===== src/rtl/axi_lite_apb_bridge.sv =====
// axi_lite_apb_bridge
//
// AXI4-Lite slave to APB4 master bridge. Each single-beat AXI-Lite read or
// write becomes exactly one APB SETUP/ACCESS transfer, and the APB
// completion comes back as a B or R response. Only one APB transfer is in
// flight at a time. AW, W and AR each own a one-entry holding register, so
// address and data may arrive in any order and may be accepted while a
// previous response is still waiting.
//
// Ports:
//   clk, rst_n                      clock (rising edge), async active-low reset
//   awaddr/awprot/awvalid/awready   AXI write address channel
//   wdata/wstrb/wvalid/wready       AXI write data channel
//   bresp/bvalid/bready             AXI write response channel
//   araddr/arprot/arvalid/arready   AXI read address channel
//   rdata/rresp/rvalid/rready       AXI read data channel
//   paddr/pprot/psel/penable/pwrite/pwdata/pstrb   APB request
//   prdata/pready/pslverr           APB completion
//   fsm_state                       current FSM state (debug observation)
//
// Handshake rule (all AXI channels): a channel transfers on a rising edge
// where its valid and ready are both high. awready/wready/arready are pure
// registered flags and never depend on the matching valid, so the master
// must hold valid and payload until that edge. bvalid/rvalid, once raised,
// stay high with stable payload until the edge where bready/rready is high.

module axi_lite_apb_bridge #(
    parameter int  ADDR_WIDTH     = 32,
    parameter int  DATA_WIDTH     = 32,
    parameter int  TIMEOUT_CYCLES = 256,
    localparam int STRB_WIDTH     = DATA_WIDTH / 8
) (
    input  logic                  clk,
    input  logic                  rst_n,

    input  logic [ADDR_WIDTH-1:0] awaddr,
    input  logic [2:0]            awprot,
    input  logic                  awvalid,
    output logic                  awready,

    input  logic [DATA_WIDTH-1:0] wdata,
    input  logic [STRB_WIDTH-1:0] wstrb,
    input  logic                  wvalid,
    output logic                  wready,

    output logic [1:0]            bresp,
    output logic                  bvalid,
    input  logic                  bready,

    input  logic [ADDR_WIDTH-1:0] araddr,
    input  logic [2:0]            arprot,
    input  logic                  arvalid,
    output logic                  arready,

    output logic [DATA_WIDTH-1:0] rdata,
    output logic [1:0]            rresp,
    output logic                  rvalid,
    input  logic                  rready,

    output logic [ADDR_WIDTH-1:0] paddr,
    output logic [2:0]            pprot,
    output logic                  psel,
    output logic                  penable,
    output logic                  pwrite,
    output logic [DATA_WIDTH-1:0] pwdata,
    output logic [STRB_WIDTH-1:0] pstrb,
    input  logic [DATA_WIDTH-1:0] prdata,
    input  logic                  pready,
    input  logic                  pslverr,

    output logic [2:0]            fsm_state
);

    typedef enum logic [2:0] {
        IDLE   = 3'd0,
        SETUP  = 3'd1,
        ACCESS = 3'd2,
        WRESP  = 3'd3,
        RRESP  = 3'd4
    } state_t;

    // A zero timeout disables the abort path; the counter keeps one bit so
    // the declarations stay legal.
    localparam bit TO_EN = (TIMEOUT_CYCLES > 0);
    localparam int CNT_W = TO_EN ? $clog2(TIMEOUT_CYCLES + 1) : 1;
    localparam logic [CNT_W-1:0] TO_LAST = CNT_W'(TO_EN ? TIMEOUT_CYCLES - 1 : 0);

    state_t state_q;
    state_t state_d;

    // Holding registers
    logic [ADDR_WIDTH-1:0] aw_addr;
    logic [2:0]            aw_prot;
    logic                  aw_full;
    logic [DATA_WIDTH-1:0] w_data;
    logic [STRB_WIDTH-1:0] w_strb;
    logic                  w_full;
    logic [ADDR_WIDTH-1:0] ar_addr;
    logic [2:0]            ar_prot;
    logic                  ar_full;

    // Held low through reset and for the first edge after release so that
    // every ready output reads 0 while rst_n is asserted.
    logic                  ready_en;

    logic                  last_grant_write;
    logic [CNT_W-1:0]      wait_cnt;

    logic                  write_ok;
    logic                  read_ok;
    logic                  grant_write;
    logic                  grant_read;
    logic                  xfer_done;
    logic                  xfer_abort;
    logic                  xfer_end;
    logic                  timeout_hit;
    logic [1:0]            end_resp;

    assign write_ok    = aw_full & w_full;
    assign read_ok     = ar_full;
    assign timeout_hit = TO_EN && (wait_cnt == TO_LAST);
    assign xfer_end    = xfer_done | xfer_abort;
    assign end_resp    = (xfer_abort || pslverr) ? 2'b10 : 2'b00;

    assign awready   = ready_en & ~aw_full;
    assign wready    = ready_en & ~w_full;
    assign arready   = ready_en & ~ar_full;
    assign psel      = (state_q == SETUP) || (state_q == ACCESS);
    assign penable   = (state_q == ACCESS);
    assign bvalid    = (state_q == WRESP);
    assign rvalid    = (state_q == RRESP);
    assign fsm_state = state_q;

    // ------------------------------------------------------------------
    // FSM state register
    // ------------------------------------------------------------------
    always_ff @(posedge clk or negedge rst_n) begin
        if (!rst_n) begin
            state_q <= IDLE;
        end else begin
            state_q <= state_d;
        end
    end

    // ------------------------------------------------------------------
    // FSM next state and per-cycle strobes
    // ------------------------------------------------------------------
    always_comb begin
        state_d     = state_q;
        grant_write = 1'b0;
        grant_read  = 1'b0;
        xfer_done   = 1'b0;
        xfer_abort  = 1'b0;
        case (state_q)
            IDLE: begin
                // On a conflict the side that did not win last time goes first.
                if (write_ok && (!read_ok || !last_grant_write)) begin
                    grant_write = 1'b1;
                    state_d     = SETUP;
                end else if (read_ok) begin
                    grant_read = 1'b1;
                    state_d    = SETUP;
                end
            end
            SETUP: begin
                state_d = ACCESS;
            end
            ACCESS: begin
                if (pready) begin
                    xfer_done = 1'b1;
                end else if (timeout_hit) begin
                    xfer_abort = 1'b1;
                end
                if (pready || timeout_hit) begin
                    state_d = pwrite ? WRESP : RRESP;
                end
            end
            WRESP: begin
                if (bready) begin
                    state_d = IDLE;
                end
            end
            RRESP: begin
                if (rready) begin
                    state_d = IDLE;
                end
            end
            default: begin
                state_d = IDLE;
            end
        endcase
    end

    // ------------------------------------------------------------------
    // Holding registers. A slot can only be refilled once it is empty, so
    // a fill and a clear never land on the same edge.
    // ------------------------------------------------------------------
    always_ff @(posedge clk or negedge rst_n) begin
        if (!rst_n) begin
            ready_en <= 1'b0;
            aw_addr  <= '0;
            aw_prot  <= '0;
            aw_full  <= 1'b0;
            w_data   <= '0;
            w_strb   <= '0;
            w_full   <= 1'b0;
            ar_addr  <= '0;
            ar_prot  <= '0;
            ar_full  <= 1'b0;
        end else begin
            ready_en <= 1'b1;

            if (awvalid && awready) begin
                aw_addr <= awaddr;
                aw_prot <= awprot;
                aw_full <= 1'b1;
            end else if (xfer_end && pwrite) begin
                aw_full <= 1'b0;
            end

            if (wvalid && wready) begin
                w_data <= wdata;
                w_strb <= wstrb;
                w_full <= 1'b1;
            end else if (xfer_end && pwrite) begin
                w_full <= 1'b0;
            end

            if (arvalid && arready) begin
                ar_addr <= araddr;
                ar_prot <= arprot;
                ar_full <= 1'b1;
            end else if (xfer_end && !pwrite) begin
                ar_full <= 1'b0;
            end
        end
    end

    // ------------------------------------------------------------------
    // APB request registers and captured responses. The request fields are
    // loaded only at grant, so they stay stable through SETUP and ACCESS.
    // ------------------------------------------------------------------
    always_ff @(posedge clk or negedge rst_n) begin
        if (!rst_n) begin
            paddr            <= '0;
            pprot            <= '0;
            pwrite           <= 1'b0;
            pwdata           <= '0;
            pstrb            <= '0;
            last_grant_write <= 1'b0;
            bresp            <= 2'b00;
            rresp            <= 2'b00;
            rdata            <= '0;
        end else begin
            if (grant_write) begin
                paddr            <= aw_addr;
                pprot            <= aw_prot;
                pwrite           <= 1'b1;
                pwdata           <= w_data;
                pstrb            <= w_strb;
                last_grant_write <= 1'b1;
            end else if (grant_read) begin
                paddr            <= ar_addr;
                pprot            <= ar_prot;
                pwrite           <= 1'b0;
                pwdata           <= '0;
                pstrb            <= '0;
                last_grant_write <= 1'b0;
            end

            if (xfer_end) begin
                if (pwrite) begin
                    bresp <= end_resp;
                end else begin
                    rresp <= end_resp;
                    rdata <= xfer_abort ? '0 : prdata;
                end
            end
        end
    end

    // ------------------------------------------------------------------
    // ACCESS wait counter: zeroed during SETUP, so it starts from 0 on the
    // first ACCESS cycle and counts cycles spent without pready.
    // ------------------------------------------------------------------
    always_ff @(posedge clk or negedge rst_n) begin
        if (!rst_n) begin
            wait_cnt <= '0;
        end else if (state_q == SETUP) begin
            wait_cnt <= '0;
        end else if (state_q == ACCESS && !pready && !timeout_hit) begin
            wait_cnt <= wait_cnt + 1'b1;
        end
    end

endmodule


===== config.mk =====
export PLATFORM = sky130hd
export DESIGN_NAME = axi_lite_apb_bridge
export DESIGN_NICKNAME = d
export VERILOG_FILES = /design/src/rtl/axi_lite_apb_bridge.sv
export SDC_FILE = /design/constraint.sdc
export NUM_CORES = 1
export LEC_CHECK = 0
export ABC_AREA = 1
export CORE_MARGIN = 8
export CORE_UTILIZATION = 48
export DETAILED_ROUTE_END_ITERATION = 7
export PLACE_DENSITY = 0.78
export SLEW_MARGIN = 20
export SYNTH_ARGS = -nofsm -noshare
export SYNTH_HDL_FRONTEND = slang
export SYNTH_SLANG_ARGS = --single-unit

===== constraint.sdc =====
create_clock -name clk -period 2.5 [get_ports clk]
set_input_delay 0.375 -clock clk [delete_from_list [all_inputs] [get_ports clk]]
set_output_delay 0.375 -clock clk [all_outputs]
set_load 0.03 [all_outputs]

# Word level (Yosys, flattened, before mapping)
# Cells that the tools add are included.
# totals
wordCells	100
in_bits	147
ram_bits	0
reg_bits	230
romBits	0
memories	0
output_inout_bits	118
latchBits	0
# classes
muxes	36
n_reduce_logical	25
bitwise_logic	9
add_sub_neg	1
shifts	0
n_mul	0
magnitude_cmp	0
eq_ne	9
div	0
# op_table
op	count
32-bit two-way mux	5
3-bit two-way mux	8
9-bit two-way mux	2
1-bit two-way mux	17
3-bit one-hot mux with 5 select lines	1
2-bit nonzero test	5
9-bit by 1-bit adder with 9-bit output (second input constant)	1
9-bit by 8-bit == test with 1-bit output (second input constant)	1
1-bit logical AND	8
4-bit two-way mux	2
3-bit by 2-bit == test with 1-bit output (second input constant)	2
2-bit by 1-bit != test with 1-bit output (second input constant)	3
1-bit AND	4
1-bit zero test	4
1-bit logical OR	4
1-bit inverter	4
2-bit AND reduction	2
4-bit AND reduction	1
3-bit by 1-bit == test with 1-bit output (second input constant)	1
3-bit == test (second input constant)	1
3-bit zero test	1
3-bit != test (second input constant)	1
2-bit two-way mux	1
1-bit bitwise OR	1

# Logic depth before layout (Yosys ltp)
# depth
ltp_word	8
ltp_mapped	12
ltp_nobuf	12

# Worst setup path after synthesis
# Ideal clock, no wire load.
# synth_timing
path_kind	register -> register
from	reg wait_cnt[0]
to	reg wait_cnt[6]
required_ps	2383
stages_incl_launch_ff	11
slack_ps	581
setup_ps	117
path_buffers	0
synth_period_minus_slack_ps	1919
arrival_ps	1802
path_cell_list	dfrtp_1 ha_1 nand2_1 nor3_1 ha_1 nor2_1 inv_1 nor2_2 nand2_1 nor2_1 nor2_1
# synth_via
elab_chain_len	4
word_cells_on_any_way	7
classes_between	add/sub: 1; eq/ne: 1; mux: 2; reduce/logical: 3
# synth_rtl
item	line	source
start, declared	107	logic [CNT_W-1:0] wait_cnt;
start signal, assigned	292	wait_cnt <= wait_cnt + 1'b1;
parallel branches: the longest is 4 deep, another holds 9-bit by 1-bit adder with 9-bit output	-	
# Several ways; the timed one is not identified. The select of a mux whose other input is x is not followed.
# A chain may end at the register's enable or synchronous reset.

# Final worst setup path
# layout_timing
from	reg state_q[2], in the netlist fsm_state[2]
to	out psel
# layout_via
elab_chain_len	2
word_cells_on_any_way	3
classes_between	eq/ne: 2; reduce/logical: 1
# layout_rtl
item	line	source
start, declared	88	state_t state_q;
start signal, assigned	141	state_q <= state_d;
3-bit by 1-bit == test with 1-bit output / 3-bit by 2-bit == test with 1-bit output (equally long branches)	128	assign psel = (state_q == SETUP) || (state_q == ACCESS);
1-bit logical OR *	128	
end, declared	62	output logic psel,
# Mark *: on every way between the ends. The rest lies on a longest branch, timed or not.

==> out/results.ini <==
[drt]
dr.pass1.iters = 5
finalWirelength_um = 26700
drtIter0Drc = 478
vias = 8063
antenna_left = 0
routedWlPerCell_um = 16.3
vias_per_cell = 4.93
drc = 0

[power_and_ir_drop]
p_per_area_mw_per_mm2 = 1320
p_sw_mw = 7.15
p_leak_nw = 6.59
ir_worst_vdd_mv = 0.676
power_mw = 17.3
switching_share_pct = 41.4
seq_power_share_pct = 35.5
p_int_mw = 10.1
pwr-share-comb_pct = 45.2
power_frac_clock_pct = 19.3

[synth]
synth_cell_types = 24
syn_inst = 1106
syn_area_per_cell_um2 = 8.49
netlist_area_mm2 = 0.00940
ys_seq_elements = 228
synth-seq-area-share_pct = 60.7
ys_warn_count = 0

[placed_design]
portBuffers = 262
placed_area_mm2 = 0.0123
dpl_worst_slack_ns = 0.200
place_hpwl_um = 18100
dp_cells = 1595
gp_congestion = 0.820

[finish]
nets = 1506
drive_gt1_share_pct = 4.82
layout_common_cells = 379 x nand2_1, 260 x clkdlybuf4s50_1, 228 x dfrtp_1, 133 x nand3_1, 99 x inv_1
mostFrequentLayoutCell = nand2_1
fin_area_mm2 = 0.0131
num-fill-cells = 1574
syn2layout_area_growth_pct = 39.3
layout.cells.non_filler = 1636

[flow_run]
drv_cap = 0

[worst_setup_path]
end_kind = primary output
worstSetupStartpointType = register
worst-path-max-fanout = 4
crit_type = register to primary output
path_cells = inv_1 > nand3_2 > nand2_1 > clkdlybuf4s50_1
slowest_delay_ns = 0.67
cp_top_family = buffers and inverters
r2r_cells = 10
reg2reg_from = wait_cnt[3]
worstPathArrival_ns = 1.99
required_ns = 2.12
crit_buf_inv = 2
rr_endpoint = rdata[0]
slowest_stage = clkdlybuf4s50_1
rrSetupSlack_ns = 0.27

[global_routing]
grt_overflow_total = 0
grt_pass1_vias = 8180
antenna_found_initial = 3
track_usage_pct = 21.8
grt_pass1_wl_um = 42800
grt_max_degree = 77

[sta]
period_minus_slack_ns = 2.36
max_freq_mhz = 423
setup_tns_ns = 0
setup-violations-final = 0
maxSlewViolCount = 0
slew_headroom_pct = 42.8
fin_ws_ns = 0.139
hold_viol_final = 0
finClkSkew_ns = 0.0115
rsz0062_at_grt = no
worst_pin_slew_ns = 0.859
fin_crit_sh_pct = 94.5

[outcome]
status = finished, final reports clean

[cts]
clockRootBuffer = clkbuf_16
cts.sinks = 228
clk_latency_ns = 0.50
clkTransAtPathRegs_ns = 0.06
cts_setup_buffers = 0
cts_max_level = 1
cts_tree = yes
clk_path_buf_depth = 3
cts_buffers = 24

[die]
coreArea_mm2 = 0.0193
die_y_um = 156
num_rows = 51
die_w_um = 156
ioPinCount = 265
start_util_pct = 48.6
die_area_mm2 = 0.0243

[worst_hold_path]
hold_class = input pin to asynchronous set/reset pin

-- worst max-delay path by stage --
| stage | startpoint | endpoint | slack [ns] | cells after the start |
|---|---|---|---|---|
| global route | fsm_state[2] | psel | 0.04 | 4 |
| CTS | fsm_state[2] | penable | 0.004 | 4 |
| detailed placement | wait_cnt[0] | rdata[6] | 0.20 | 9 |
| floorplan | wait_cnt[0] | wait_cnt[6] | 0.58 | 10 |
| finish | fsm_state[2] | psel | 0.14 | 4 |
| global placement | wait_cnt[0] | rdata[2] | 0.37 | 9 |
-- per-layer routing --
metal | GRT usage [%] | up-vias | wire length [um]
met4 | 6.89 | 4 | 709
met5 | 0 | - | 22
met3 | 5.10 | 46 | 2120
met1 | 28.4 | 3795 | 11100
met2 | 35.3 | 272 | 12700
li1 | - | 3946 | -
-- repair_timing --
| item | in CTS | in global routing |
|---|---|---|
| resized for setup | 0 | 4 |
| endpoints found under the hold margin | 72 | 0 |
| hold buffers | 1 | 0 |
| setup endpoints to repair | 0 | 3 |
-- cell type report --
| cell class | instances | area, um^2 | share of cell area, % |
|---|---|---|---|
| diodes | 2 | 5.00 | 0.0383 |
| clock buffers | 36 | 717 | 5.48 |
| clock inverters | 2 | 12.5 | 0.0956 |
| inverters | 102 | 385 | 2.95 |
| multi-input cells | 718 | 3070 | 23.5 |
| flip-flops and latches | 228 | 5710 | 43.6 |
| well taps | 265 | 332 | 2.53 |
| repair buffers | 283 | 2860 | 21.8 |
-- power by group through the flow --
stage          sequential [mW]  combinational, mW  clock (mW)
3_5_place_dp              6.17               7.84           0
3_3_place_gp              6.14               7.65           0
6_report                  6.14               7.81        3.33
2_1_floorplan             7.48               3.40           0
5_1_grt                   6.31               8.59        3.55
4_1_cts                   6.14               7.90        3.40
-- synth_stat cells --
library cell,count,area (um^2)
nand2_4,1,11.3
ha_1,2,25.0
inv_2,3,11.3
nor3_1,2,10.0
or2_2,1,6.26
buf_2,23,115
clkbuf_1,30,113
o22ai_1,1,6.26
nand2_1,382,1430
o21ai_0,12,60.1
nand4_1,5,31.3
buf_1,3,11.3
nor2_2,1,6.26
o21bai_1,1,7.51
nand3b_1,1,7.51
inv_1,99,372
conb_1,2,7.51
nor2_1,92,345
nand3_2,1,10.0
nor3_4,1,16.3
a21oi_1,79,395
nand3_1,133,666
buf_4,3,22.5
dfrtp_1,228,5710
-- metrics by stage --
step                      hold slack [ns]  util, %
after detailed placement            0.405     63.8
after floorplan                    0.0794        -
after global placement              0.407     63.8
after global routing                0.421     67.7
final                               0.429     67.7
after CTS                           0.413     67.6
-- cells by family (layout without fill, tap and decap cells) --
logic type	count (synthesis)	count (layout)	share of synthesized area, %
adder cells (fa/ha/maj)	2	2	0.266
buffers and inverters	161	423	6.86
flip-flops	228	228	60.7
AO/OA/AOI/OAI	93	93	4.99
other	2	5	0.0799
AND/OR/NAND/NOR	620	620	27.1
-- sequential cells by signal (all words and copies together) (netlist names) --
register          count
aw_prot               3
pstrb                 4
aw_addr              32
ready_en              1
aw_full               1
pprot                 3
w_strb                4
ar_full               1
fsm_state             3
last_grant_write      1
paddr                32
pwdata               32
rdata                32
bresp                 1
rresp                 1
wait_cnt              9
w_full                1
ar_prot               3
ar_addr              32
w_data               32
No activity file was read; power rests on OpenSTA's default activity.
